**src/rtl/hazard_ctrl.sv**
```systemverilog
// Hazard control unit: shadow E/M/W scoreboard, D-stage stall/forward decisions
// and the mult/div busy countdown that holds HI/LO readers in D.
module hazard_ctrl #(
    parameter int MULT_CYCLES = 5,
    parameter int DIV_CYCLES  = 10
) (
    input  logic       clk,
    input  logic       reset,
    input  logic [4:0] D_rs,
    input  logic [4:0] D_rt,
    input  logic [1:0] D_T_use_rs,
    input  logic [1:0] D_T_use_rt,
    input  logic [4:0] D_WriteRegAddr,
    input  logic       D_RegWrite,
    input  logic [1:0] D_T_new,
    input  logic       D_is_md,
    input  logic       E_md_start,
    input  logic       E_md_is_div,
    output logic       HCU_EN_PC,
    output logic       HCU_EN_FD,
    output logic       HCU_EN_DE,
    output logic       HCU_clr_DE,
    output logic [1:0] D_fwd_rs,
    output logic [1:0] D_fwd_rt,
    output logic       md_busy
);

    localparam logic [3:0] LP_MULT_CNT = MULT_CYCLES[3:0];
    localparam logic [3:0] LP_DIV_CNT  = DIV_CYCLES[3:0];

    typedef struct packed {
        logic       valid;
        logic [4:0] addr;
        logic [1:0] tnew;
    } sb_entry_t;

    sb_entry_t  r_sb_e;
    sb_entry_t  r_sb_m;
    sb_entry_t  r_sb_w;
    logic [3:0] r_md_cnt;

    logic       w_stall_rs;
    logic       w_stall_rt;
    logic       w_stall_md;
    logic       w_stall;

    function automatic logic [1:0] sat_dec(input logic [1:0] x);
        return (x == 2'd0) ? 2'd0 : x - 2'd1;
    endfunction

    // First valid match wins. A W entry has always drained to tnew=0, so a W
    // hit never stalls; the GRF write-through bypass covers it.
    function automatic logic op_stall(input logic [4:0] addr, input logic [1:0] t_use,
                                      input sb_entry_t e, input sb_entry_t m,
                                      input sb_entry_t w);
        if (addr == 5'd0 || t_use == 2'd3) return 1'b0;
        if (e.valid && e.addr == addr) return e.tnew > t_use;
        if (m.valid && m.addr == addr) return m.tnew > t_use;
        if (w.valid && w.addr == addr) return w.tnew > t_use;
        return 1'b0;
    endfunction

    function automatic logic [1:0] op_fwd(input logic [4:0] addr,
                                          input sb_entry_t e, input sb_entry_t m);
        if (addr == 5'd0) return 2'd0;
        if (e.valid && e.addr == addr && e.tnew == 2'd0) return 2'd1;
        if (m.valid && m.addr == addr && m.tnew == 2'd0) return 2'd2;
        return 2'd0;
    endfunction

    assign md_busy = (r_md_cnt != 4'd0);

    always_comb begin
        w_stall_rs = op_stall(D_rs, D_T_use_rs, r_sb_e, r_sb_m, r_sb_w);
        w_stall_rt = op_stall(D_rt, D_T_use_rt, r_sb_e, r_sb_m, r_sb_w);
        w_stall_md = D_is_md && (md_busy || E_md_start);
        w_stall    = w_stall_rs | w_stall_rt | w_stall_md;
    end

    // D/E clear has priority over its enable, so D/E stays enabled while stalling.
    always_comb begin
        HCU_EN_PC  = ~w_stall;
        HCU_EN_FD  = ~w_stall;
        HCU_EN_DE  = 1'b1;
        HCU_clr_DE = w_stall;
        D_fwd_rs   = op_fwd(D_rs, r_sb_e, r_sb_m);
        D_fwd_rt   = op_fwd(D_rt, r_sb_e, r_sb_m);
    end

    always_ff @(posedge clk) begin
        if (reset) begin
            r_sb_e   <= '0;
            r_sb_m   <= '0;
            r_sb_w   <= '0;
            r_md_cnt <= 4'd0;
        end else begin
            r_sb_m <= '{valid: r_sb_e.valid, addr: r_sb_e.addr, tnew: sat_dec(r_sb_e.tnew)};
            r_sb_w <= '{valid: r_sb_m.valid, addr: r_sb_m.addr, tnew: sat_dec(r_sb_m.tnew)};
            if (w_stall) begin
                r_sb_e <= '0;
            end else begin
                r_sb_e <= '{valid: D_RegWrite && (D_WriteRegAddr != 5'd0),
                            addr:  D_WriteRegAddr,
                            tnew:  sat_dec(D_T_new)};
            end
            // A start while busy is ignored; the running count carries on.
            if (E_md_start && r_md_cnt == 4'd0) begin
                r_md_cnt <= E_md_is_div ? LP_DIV_CNT : LP_MULT_CNT;
            end else if (r_md_cnt != 4'd0) begin
                r_md_cnt <= r_md_cnt - 4'd1;
            end
        end
    end

endmodule

```
**config.mk**
```make
export PLATFORM = sky130hd
export DESIGN_NAME = hazard_ctrl
export DESIGN_NICKNAME = d
export VERILOG_FILES = /design/src/rtl/hazard_ctrl.sv
export SDC_FILE = /design/constraint.sdc
export NUM_CORES = 1
export LEC_CHECK = 0
export BUFFER_PORTS_ARGS = -buffer_cell sky130_fd_sc_hd__buf_2
export CORE_ASPECT_RATIO = 0.6
export CORE_MARGIN = 2
export CORE_UTILIZATION = 50
export CTS_CLUSTER_DIAMETER = 60
export DETAILED_ROUTE_END_ITERATION = 8
export MAX_ROUTING_LAYER = met4
export PLACE_DENSITY = 0.82
export SLEW_MARGIN = 0
export SYNTH_ARGS = -nofsm -noshare
export SYNTH_HDL_FRONTEND = slang
export SYNTH_SLANG_ARGS = --single-unit
```
**constraint.sdc**
```tcl
create_clock -name clk -period 2.5 [get_ports clk]
set_input_delay 0.375 -clock clk [delete_from_list [all_inputs] [get_ports clk]]
set_output_delay 0.375 -clock clk [all_outputs]
set_load 0.05 [all_outputs]
```
Word level (Yosys, flattened, before mapping)
Index checks and enable logic that the tools add are counted.
{"block": "totals", "word_cells": 123, "output_inout_bits": 9, "input_bits": 27, "reg_bits": 28}
{"block": "op_classes", "n_eq_ne": 8, "reduce_logical": 29, "n_addsub": 4, "bitwise_logic": 3, "mux": 63, "order_cmp": 6}
{"op": "1-bit two-way mux", "n": 48}
{"op": "5-bit equality test", "n": 6}
{"op": "2-bit two-way mux", "n": 12}
{"op": "1-bit logical AND", "n": 13}
{"op": "2-bit greater-than comparator", "n": 6}
{"op": "4-bit two-way mux", "n": 3}
{"op": "5-bit logical NOT", "n": 2}
{"op": "2-bit logical NOT", "n": 3}
{"op": "2-bit OR reduction", "n": 3}
{"op": "2-bit by 1-bit subtractor with 2-bit output (second input constant)", "n": 3}
{"op": "5-bit nonzero test", "n": 1}
{"op": "2-bit equality test (second input constant)", "n": 2}
{"op": "4-bit logical NOT", "n": 1}
{"op": "4-bit nonzero test", "n": 1}
{"op": "4-bit by 1-bit subtractor with 4-bit output (second input constant)", "n": 1}
{"op": "1-bit logical OR", "n": 3}
{"op": "3-bit OR reduction", "n": 1}
{"op": "1-bit bitwise OR", "n": 2}
{"op": "2-bit nonzero test", "n": 1}
{"op": "1-bit inverter", "n": 1}

Logic depth before layout (Yosys ltp)
Gate-level depths: netlist (run 1).
{"block": "depth", "depth_word": 16, "mapped_depth": 9, "mapped_depth_nobuf": 8}

Worst setup path after synthesis (run 1)
OpenSTA, ideal clock, no wires.
{"block": "synth_timing", "path_kind": "register -> output", "start": "register r_md_cnt[0]", "end": "output port HCU_EN_PC", "path_slack_ns": -0.279, "required_time_ns": 2.125, "path_stages_with_launch": 8, "arrival_ns": 2.404, "n_path_buf": 1, "cell_sequence": "dfxtp_1 -> inv_1 -> ha_1 -> nand2_1 -> o21ai_0 -> o21ai_2 -> nor2_1 -> buf_4"}
{"block": "synth_via", "elab_chain_len": 5}
{"element": "start: declaration", "line_no": "40", "source": "logic [3:0] r_md_cnt;"}
{"element": "start signal: assignment", "line_no": "108", "source": "r_md_cnt <= E_md_is_div ? LP_DIV_CNT : LP_MULT_CNT;"}
{"element": "start signal: assignment", "line_no": "110", "source": "r_md_cnt <= r_md_cnt - 4'd1;"}
{"element": "4-bit nonzero test", "line_no": "71", "source": "assign md_busy = (r_md_cnt != 4'd0);"}
{"element": "via md_busy", "line_no": "25", "source": "output logic md_busy"}
{"element": "1-bit logical OR", "line_no": "76", "source": "w_stall_md = D_is_md && (md_busy || E_md_start);"}
{"element": "1-bit logical AND", "line_no": "76"}
{"element": "1-bit bitwise OR", "line_no": "77", "source": "w_stall = w_stall_rs | w_stall_rt | w_stall_md;"}
{"element": "1-bit inverter"}
{"element": "end: declaration", "line_no": "19", "source": "output logic HCU_EN_PC,"}
The timed path passes the listed nets, and every way through them passes these cells.

Final worst setup path (run 1)
{"block": "layout_timing", "start": "register r_sb_m[4] in the netlist's numbering", "end": "output port HCU_EN_PC"}
{"block": "layout_via", "elab_chain_len": 11, "elab_cells_between_ends": 25, "cone_classes": "eq/ne: 2; mux: 18; bitwise: 3; reduce/logical: 2"}
{"element": "start: declaration", "line_no": "38", "source": "sb_entry_t r_sb_m;"}
{"element": "start signal: assignment", "line_no": "97", "source": "r_sb_m <= '{valid: r_sb_e.valid, addr: r_sb_e.addr, tnew: sat_dec(r_sb_e.tnew)};"}
{"element": "5-bit equality test", "line_no": "58", "source": "if (m.valid && m.addr == addr) return m.tnew > t_use;"}
{"element": "1-bit logical AND", "line_no": "58"}
{"element": "1-bit two-way mux", "line_no": "58"}
{"element": "1-bit two-way mux (on tied branches)", "line_no": "59, 58"}
{"element": "1-bit two-way mux (on tied branches)", "line_no": "60, 57"}
{"element": "1-bit two-way mux", "line_no": "59", "source": "if (w.valid && w.addr == addr) return w.tnew > t_use;"}
{"element": "1-bit two-way mux", "line_no": "58"}
{"element": "1-bit two-way mux", "line_no": "57", "source": "if (e.valid && e.addr == addr) return e.tnew > t_use;"}
{"element": "1-bit bitwise OR * (2 in series)", "line_no": "77"}
{"element": "1-bit inverter *", "line_no": "82", "source": "HCU_EN_PC = ~w_stall;"}
Mark *: on every way between the ends. The rest lies on a longest branch, timed or not. The select of a mux whose other input is x is not followed.

==> impl_results.md, run 1 <==
- Relative slew margins: 0.6627
- Initial antenna violation count: 0
- Number of synthesized flops with an enable pin: 0
- Critical path's slowest cell: or4_4
- Clock Power Share: 0.253
- Top cell type's share of synthesized area: 0.3309
- Largest net degree at the start of global routing: 29
- Final setup viols: 3
- Status: finished, violations left
- Tcrit/Tclk final: 1.025
- CTS Hold Bufs: 0
- Combinational Power Share: 0.350
- Max FO, Critical Path: 3
- Worst Path Arrival: around 2.2 ns
- Synth area leaders: dfxtp_1 33%, ha_1 13%, xnor2_1 10%
- Hold Path Class: in -> reg
- Clock skew: roughly 0.0038 ns
- Crit-path cells: xor2_1 > nor4_2 > and3_4 > or4_4 > a21oi_4 > buf_6 > nor2_4 > buf_6
- Switching fraction of total power: 0.3365
- RePlAce Congestion: around 0.86
- Register bit total from synthesis: 28
- Min Tclk post-route: 2.564 ns
- Final wirelength: between 3000 and 4000 µm
- Reg power frac: 0.397
- Row cnt: 16
- TritonCTS clock tree: yes
- Failing checks: setup timing
- DP Cell Count: between 200 and 300
- Clk_lat worst skew: between 0.2 and 0.3 ns
- Gate count of the mapped netlist: ~190
- GRT met3 Usage: 0.03519
- Clock sinks: 28
- Leakage: 0.8889 nW
- Routing usage on met2: 0.2966
- Drt drc: 0
- CP dominant cell by count: buf_6
- Max clock buf depth: 2
- Clock root cell: clkbuf_8
- Worst EP required: approximately 2.1 ns
- Pwr dens: roughly 650 nW/µm²
- Post-Place Setup Slack: 0.03346 ns
- First-pass GRT wire length: between 6000 and 7000 µm
- Synth top cells by count: 28 x dfxtp_1, 20 x xnor2_1, 17 x ha_1, 16 x inv_1, 14 x nor2b_1
- Setup WS post-layout: -0.06356 ns
- Total Power: 1.366 mW
- Synth Net Count: approximately 230
- Initial DRC Count: 70
- Die Area: 3885 µm²
- Peak Freq: a little under 400 MHz
- Number of port buffers: 34
- Maximum vdd ir drop: approximately 0.57 mV
- Routed vias/inst: roughly 5.3
- Area delta synth->final: 24.37%
- DRT Pass-1 Iters: 4
- Slew Limit Fails: 0
- Layout cells sized above 1: 0.2889
- Post-CTS Repair Setup Buffers: 0
- Cell Area, Synth: approximately 1700 µm²
- Initial Utilization: 0.5224
- CP Class: reg -> out
- Overall die height: roughly 50 µm
- Area leader, netlist: dfxtp_1
- Met1 Track Usage GR: 0.3200
- Util after Layout: 0.6497
- Max-cap violations: 0
- Syn_area_per_cell: between 8 and 9 µm²
- Seq/Total Area, Yosys: 0.3309
- Final global-route overflow total: 0
- Async SR Flop Fraction: 0
- Die W: 79.15 µm
- Via count: about 1,400
- IO Count: 36
- Core Area: roughly 3200 µm²
- Fin nets: 270
- Vias in the first global route: between 1,000 and 1,500
- CTS Buf Count: 3
- Slew of the pin with the lowest slew margin: approximately 0.5 ns
- Area taken by multi-input logic gates: between 1000 and 1500 µm²
- Reg area: between 500 and 600 µm²
- Prevailing post-synth register cell: dfxtp_1
- Fillers: between 200 and 300
- Htree depth: 1
- GR peak layer: met1
- Hold_ws: 0.3380 ns
- Post-DP HPWL: a little under 3000 µm
- CP Capture Type: primary output
- Unrepaired setup endpoints after global routing: yes
- Pint: 906.0 µW
- Count leader, synth: dfxtp_1
- Non-Filler Instances: 270
- Startpoint types: flop
- Ant. Diodes: 0
- Max stage delay on crit path: 0.49 ns
- All-layer global routing usage: 0.2095
- ANT nets after route: 0
- Drt wl/cell: 14.45 µm
- Final Hold Violating Endpoints: 0
- Clk slew on worst S/H paths: ~0.090 ns
- Synth warn: 0
- P_sw: roughly 460 µW
- Synth unique cells: 32
[metrics by stage]
stage	cell area [µm²]	setup TNS, ns
6_report	2107	-0.1777
5_1_grt	2107	-0.3198
4_1_cts	2004	-0.01985
3_5_place_dp	1924	0
3_3_place_gp	1924	0
2_1_floorplan	1702	0
[power by group through the flow]
stage	Sequential [mW]	Clock [mW]	Combinational (mW)
floorplan	0.538	0	0.336
global placement	0.547	0	0.426
detailed placement	0.548	0	0.432
CTS	0.539	0.352	0.442
global route	0.546	0.374	0.529
finish	0.542	0.346	0.478
[critical path: cells and delay by family, from the launching register on]
kind / cells / cell delay, ns
AND/OR/NAND/NOR: 4 / 0.78
XOR/XNOR: 1 / 0.26
AO/OA/AOI/OAI: 1 / 0.22
buffers and inverters: 2 / 0.28
flip-flops: 1 / 0.39
[cells by family after synthesis]
family | count (synthesis) | synth area share
compound gates | 26 | 0.1027
simple gates | 64 | 0.2223
xor+xnor | 32 | 0.1654
other cells | 1 | 0.002214
buf+inv | 21 | 0.05096
fa+ha+maj | 17 | 0.1256
flops | 28 | 0.3309
[per-layer routing]
layer,share of wire,wire length (µm)
met2,0.44,1702
met5,0,0
met1,0.49,1922
met3,0.067,261
met4,0.0041,16
[worst paths after layout]
kind	slack [ns]	cells past startpoint	endpoint	from
setup / recovery	-0.06	8	HCU_EN_PC	r_sb_m[4]
hold / removal	0.34	3	r_sb_e[7]	D_RegWrite
setup reg to reg	0.52	7	r_sb_e[3]	r_sb_m[4]
hold reg to reg	0.43	1	r_sb_m[0]	r_sb_e[0]
[registers in the layout (all words and copies together), names as in the netlist]
register and cells:
r_sb_w 8, r_sb_m 8, r_sb_e 8, r_md_cnt 4
[final cells by class]
cell class	instances	share of cell area
sequential	28	0.2726
clock buffer	3	0.01960
multi-input combinational	140	0.5344
timing repair buffer	37	0.1039
clock inverter	1	0.01425
tap	45	0.02672
inverter	16	0.02850
[layout by cell type (no fill, tap or decap), drive strengths merged, types with 2 or more instances in the layout]
master  count
or4         4
or3         2
a211oi      6
nand4       3
a221o       2
xor2       12
buf        37
nor4b       5
ha         17
or2         2
nand3       2
xnor2      20
nor2b      14
clkbuf      3
o21ai       6
nor2        9
and3        2
a21oi      11
dfxtp      28
nand2       8
nor3        8
nor4        4
inv        16
[what timing repair did]
action                     4_1_cts  5_1_grt
pin swaps                        0       11
setup endpoints to repair        3        3
gates resized for setup          4       27
(Power assumes the default switching activity.)
==> run 2: changes to the inputs <==
--- a/config.mk
+++ b/config.mk
@@ -5,15 +5,16 @@
 export SDC_FILE = /design/constraint.sdc
 export NUM_CORES = 1
 export LEC_CHECK = 0
+export ABC_CLOCK_PERIOD_IN_PS = 2500
 export BUFFER_PORTS_ARGS = -buffer_cell sky130_fd_sc_hd__buf_2
 export CORE_ASPECT_RATIO = 0.6
-export CORE_MARGIN = 2
+export CORE_MARGIN = 8
 export CORE_UTILIZATION = 50
 export CTS_CLUSTER_DIAMETER = 60
 export DETAILED_ROUTE_END_ITERATION = 8
 export MAX_ROUTING_LAYER = met4
 export PLACE_DENSITY = 0.82
-export SLEW_MARGIN = 0
+export SLEW_MARGIN = 25
 export SYNTH_ARGS = -nofsm -noshare
 export SYNTH_HDL_FRONTEND = slang
 export SYNTH_SLANG_ARGS = --single-unit
==> run 2 against run 1 <==
Net effect: sequential power barely moved; sequential share of layout area rose by 0.098 points; largest cell class unchanged; routed wire length rose by 8.6%; setup slack improved by 0.10 ns; the flow now finishes without violations; via count rose by 0.42%; combinational power rose by 2%; register-to-register slack improved by 0.04 ns; non-clock buffer count rose by 1.
==> impl_results.md, run 2 (synthesis gave the netlist of run 1 again) <==
- CP Class: reg -> out
- Switching fraction of total power: 0.3581 (+0.02161)
- Row cnt: 16 (unchanged)
- Clk slew on worst S/H paths: 0.09 ns (about the same)
- Worst EP required: 2.12 ns (about the same)
- Area taken by multi-input logic gates: 1114 µm² (-1.1%)
- Startpoint types: flop
- All-layer global routing usage: 0.1614 (-0.04812)
- Maximum vdd ir drop: 0.5207 mV (-8.2%)
- Clock root cell: clkbuf_8
- Reg power frac: 0.415 (+0.018)
- Htree depth: 1 (unchanged)
- Overall die height: 61.09 µm (+24%)
- Combinational Power Share: 0.374 (+0.024)
- Setup TNS: 0 ns (+0.1777 ns)
- Met1 Track Usage GR: 0.1972 (-0.1228)
- IO Count: 36 (unchanged)
- Hold Path Class: in -> reg
- Max-cap violations: 0 (unchanged)
- Core Area: 3243 µm² (unchanged)
- Final global-route overflow total: 0 (unchanged)
- Ant. Diodes: 0 (unchanged)
- GR peak layer: met2
- Pint: 839.1 µW (-7.4%)
- Clock Power Share: 0.212 (-0.041)
- Leakage: 0.8825 nW (-0.72%)
- DRT Pass-1 Iters: 4 (unchanged)
- Peak Freq: 406.7 MHz (+4.3%)
- Hold_ws: 0.3407 ns (+0.002713 ns)
- Status: finished clean
- Clk_lat worst skew: 0.28 ns (about the same)
- Biggest regs: r_sb_e x8, r_sb_m x8, r_sb_w x8
- Max FO, Critical Path: 3 (unchanged)
- Clock sinks: 28 (unchanged)
- TritonCTS clock tree: yes
- Final wirelength: 4238 µm (+8.6%)
- Unrepaired setup endpoints after global routing: yes
- Die Area: 5568 µm² (+43%)
- Initial antenna violation count: 0 (unchanged)
- R2R setup slack: 0.56 ns (+0.04 ns)
- Initial Utilization: 0.5224 (unchanged)
- Number of port buffers: 34 (unchanged)
- Most frequent cells in the layout: 31 x buf_2, 20 x xnor2_1, 20 x dfxtp_1
- Min Tclk post-route: 2.459 ns (-0.1047 ns)
- Drt wl/cell: 15.64 µm (+8.2%)
- Drt drc: 0 (unchanged)
- Slew Limit Fails: 0 (unchanged)
- Post-DP HPWL: 3311 µm (+14%)
- Largest net degree at the start of global routing: 29 (unchanged)
- Area delta synth->final: 23.12%
- Worst Path Arrival: 2.08 ns (-0.11 ns)
- Clock skew: 0.008017 ns (+0.004202 ns)
- Routing usage on met2: 0.2598 (-0.03686)
- Final setup viols: 0 (-3)
- Tcrit/Tclk final: 0.9836 (-0.04187)
- Layout cells sized above 1: 0.2920 (+0.003147)
- Pwr dens: 626.7 nW/µm² (-3.3%)
- Most common cell after layout, fill and taps aside: buf_2
- ANT nets after route: 0 (unchanged)
- Via count: 1,443 (+0.42%)
- Fin nets: 271 (+0.37%)
- Vias in the first global route: 1,469 (+13%)
- GRT met3 Usage: 0.04380 (+0.008610)
- CP Capture Type: primary output
- Reg area: 570.5 µm² (-0.65%)
- Fillers: 279 (+3.7%)
- First-pass GRT wire length: 6900 µm (+10%)
- CTS Buf Count: 3 (unchanged)
- Initial DRC Count: 138 (+97%)
- Routed vias/inst: 5.325 (about the same)
- Max clock buf depth: 2 (unchanged)
- Die W: 91.15 µm (+15%)
- Final Hold Violating Endpoints: 0 (unchanged)
- RePlAce Congestion: 0.8439 (-1.5%)
- P_sw: 468.1 µW (+1.9%)
## run 2: area by class of cell
| cell class | instances | share of cell area |
|---|---|---|
| clock buffers | 4 | 0.02639 |
| inverters | 16 | 0.02879 |
| multi-input cells | 140 | 0.5339 |
| flip-flops and latches | 28 | 0.2735 |
| well taps | 45 | 0.02699 |
| repair buffers | 38 | 0.1104 |
## run 2: path summary, 6_finish.rpt
| path | start | end | depth (start not counted) |
|---|---|---|---|
| min reg2reg | r_sb_e[0] | r_sb_m[0] | 1 |
| min | D_RegWrite | r_sb_e[7] | 3 |
| max | r_sb_e[1] | HCU_clr_DE | 7 |
| max reg2reg | r_sb_e[4] | r_sb_e[3] | 7 |
## run 2: what timing repair did
item / 4_1_cts / 5_1_grt
endpoints found under the setup margin: 3 / 3
hold buffers: 0 / 0
pin swaps: 8 / 8
setup buffers: 1 / 0
resized for setup: 20 / 8
## run 2: per-stage QoR
| step | std cells | utilization | setup WS, ns | area, µm² | power (mW) |
|---|---|---|---|---|---|
| floorplan | 189 | - | 0.04048 | 1702 | 0.8733 |
| global route | 271 | 0.6431 | -0.1233 | 2086 | 1.388 |
| detailed placement | 266 | 0.5934 | 0.02034 | 1924 | 0.9933 |
| finish | 271 | 0.6431 | 0.04111 | 2086 | 1.307 |
| global placement | 266 | 0.5934 | 0.05452 | 1924 | 0.9760 |
| CTS | 271 | 0.6358 | 0.0003926 | 2062 | 1.305 |
## run 2: routing by layer
layer,up-vias,wire length [µm]
met1,663,2030
met3,6,281
met4,0,31
met2,45,1895
li1,729,-
met5,-,0
## run 2: critical path: stages, from the launching register on
cell     delay (ns)
dfxtp_1        0.36
ha_1           0.31
nor2b_1        0.12
o21ai_0        0.09
a221o_1        0.36
o21ai_2        0.25
or2_1          0.16
buf_6          0.16
## run 2: power by group through the flow
stage	registers [mW]	clock network, mW	logic (mW)
floorplan	0.538	0	0.336
global placement	0.547	0	0.429
detailed placement	0.548	0	0.445
CTS	0.540	0.286	0.479
global route	0.548	0.299	0.542
finish	0.542	0.277	0.488
==> run 3: changes to the inputs <==
--- a/config.mk
+++ b/config.mk
@@ -5,7 +5,7 @@
 export SDC_FILE = /design/constraint.sdc
 export NUM_CORES = 1
 export LEC_CHECK = 0
-export ABC_CLOCK_PERIOD_IN_PS = 2500
+export ABC_CLOCK_PERIOD_IN_PS = 3090
 export BUFFER_PORTS_ARGS = -buffer_cell sky130_fd_sc_hd__buf_2
 export CORE_ASPECT_RATIO = 0.6
 export CORE_MARGIN = 8
==> constraint.sdc (replaced) <==
create_clock -name clk -period 3.09 [get_ports clk]
set_input_delay 0.4635 -clock clk [delete_from_list [all_inputs] [get_ports clk]]
set_output_delay 0.4635 -clock clk [all_outputs]
set_load 0.05 [all_outputs]
==> run 3 against run 2 <==
Net effect: clock-buffer cell count shrank 1; global-route usage shrank 1.9 points; first-iteration DRC count shrank 20%; clock skew shrank 0.0013 ns; setup slack gained 0.30 ns; cell count shrank 1.5%.
==> impl_results.md, run 3 (synthesis gave the netlist of run 1 again) <==
- Status: finished clean
- Post-CTS Repair Setup Buffers: 0 (-1)
- Worst EP required: 2.63 ns (+0.51 ns)
- Area delta synth->final: 14.70%
- Routed vias/inst: 5.345 (+0.37%)
- Die W: 91.15 µm (unchanged)
- Area post-placement: 1902 µm² (-1.2%)
- FF-to-FF path depth: 6 (-1)
- All-layer global routing usage: 0.1428 (-0.01854)
- Final setup viols: 0 (unchanged)
- Final global-route overflow total: 0 (unchanged)
- Most common cell after layout, fill and taps aside: buf_2
- Fin nets: 268 (-1.1%)
- RePlAce Congestion: 0.9030 (+7.0%)
- Max-cap violations: 0 (unchanged)
- Total Power: 979.6 µW (-25%)
- Maximum vdd ir drop: 0.3414 mV (-34%)
- Setup TNS: 0 ns (unchanged)
- Initial DRC Count: 110 (-20%)
- Util after Layout: 0.5992 (-0.04398)
- Clock skew: 0.006710 ns (-0.001306 ns)
- Setup WS post-layout: 0.3362 ns (+0.2951 ns)
- CP Capture Type: primary output
- First-pass GRT wire length: 6210 µm (-10%)
- Worst Hold Launch: r_sb_m[0]
- Via count: 1,427 (-1.1%)
- Clock root cell: clkbuf_8
- Htree depth: 1 (unchanged)
- Worst reg2reg path endpoint: r_sb_e[6]
- Leakage: 0.8401 nW (-4.8%)
- Initial Utilization: 0.5224 (unchanged)
- CTS Hold Bufs: 0 (unchanged)
- Vias in the first global route: 1,347 (-8.3%)
- Initial antenna violation count: 0 (unchanged)
- Row cnt: 16 (unchanged)
- Final Hold Violating Endpoints: 0 (unchanged)
- Worst hold path depth: 1 (-2)
- Startpoint types: flop
- Die Area: 5568 µm² (unchanged)
- Min Tclk post-route: 2.754 ns
- DRT Pass-1 Iters: 4 (unchanged)
- Post-DP HPWL: 3183 µm (-3.9%)
- Biggest regs: r_sb_e x8, r_sb_m x8, r_sb_w x8
- Non-Filler Instances: 267 (-1.5%)
- Drt wl/cell: 14.41 µm (-7.8%)
- Peak Freq: around 360 MHz
- Area taken by multi-input logic gates: 1047 µm² (-6.0%)
- Worst r2r src: r_sb_m[5]
- Post-Place Setup Slack: 0.3916 ns (+0.3713 ns)
- Fillers: 296 (+6.1%)
- Most frequent cells in the layout: 34 x buf_2, 28 x dfxtp_1, 20 x xnor2_1
- Clock sinks: 28 (unchanged)
- TritonCTS clock tree: yes
- Ant. Diodes: 0 (unchanged)
- Layout cells sized above 1: 0.1982 (-0.09384)
- Hold_ws: 0.4204 ns (+0.07968 ns)
- Met1 Track Usage GR: 0.1884 (-0.008788)
- Hold Path Class: reg -> reg
- Drt drc: 0 (unchanged)
- Clk slew on worst S/H paths: 0.09 ns (about the same)
- Final wirelength: 3848 µm (-9.2%)
- R2R setup slack: 1.15 ns (+0.59 ns)
- DP Cell Count: 264 (-0.75%)
- Core Area: 3243 µm² (unchanged)
- CP Class: reg -> out
- Slew Limit Fails: 0 (unchanged)
- Overall die height: 61.09 µm (unchanged)
- Reg area: 560.5 µm² (-1.8%)
- WHS Endpoint: r_sb_w[0]
- CTS resizes: 0 (-100%)
- GRT met3 Usage: 0.03650 (-0.007299)
- Number of port buffers: 34 (unchanged)
- Worst Path Arrival: 2.29 ns (+0.21 ns)
- IO Count: 36 (unchanged)
- Max clock buf depth: 2 (unchanged)
- Tcrit/Tclk final: 0.8912
- Post-layout instance area: 1943 µm² (-6.8%)
- Max FO, Critical Path: 10 (+7)
- Routing usage on met2: 0.2218 (-0.03799)
- GR peak layer: met2
- Clk_lat worst skew: 0.27 ns (about the same)
- ANT nets after route: 0 (unchanged)
- Unrepaired setup endpoints after global routing: no
- CTS Buf Count: 3 (unchanged)
- Pwr dens: 504.2 nW/µm² (-20%)
- Largest net degree at the start of global routing: 29 (unchanged)
run 3: layout make-up:
class                      instances  share of cell area
multi-input combinational        140              0.5390
tap                               45             0.02898
timing repair buffer              35             0.09144
clock buffer                       3             0.02125
inverter                          16             0.03091
sequential                        28              0.2885
run 3: power breakdown:
part | switching (mW) | internal (mW)
clock network | 0.101 | 0.0873
logic | 0.220 | 0.134
registers | 0.0356 | 0.402
run 3: per-layer routing:
metal | share of wire | wire length [µm]
met2 | 0.41 | 1576
met1 | 0.50 | 1931
met3 | 0.080 | 309
met5 | 0 | 0
met4 | 0.0078 | 30
run 3: worst max-delay path by stage:
| stage | startpoint | endpoint | slack, ns | cells past startpoint |
|---|---|---|---|---|
| final | r_sb_e[6] | HCU_clr_DE | 0.34 | 7 |
| after global routing | r_sb_m[5] | HCU_clr_DE | 0.12 | 7 |
| after CTS | r_sb_e[4] | HCU_clr_DE | 0.35 | 7 |
| after detailed placement | D_rs[4] | HCU_clr_DE | 0.39 | 8 |
| after global placement | D_T_use_rs[1] | HCU_clr_DE | 0.40 | 8 |
| after floorplan | D_T_use_rs[1] | HCU_EN_PC | 0.17 | 8 |
run 3: worst max-delay path, cell delays in order, from the launching register on:
cell and delay [ns]:
dfxtp_1 0.39, xnor2_1 0.13, nand4_1 0.12, nor3_1 0.45, a211oi_1 0.14, o21ai_2 0.38
or2_1 0.16, buf_2 0.25
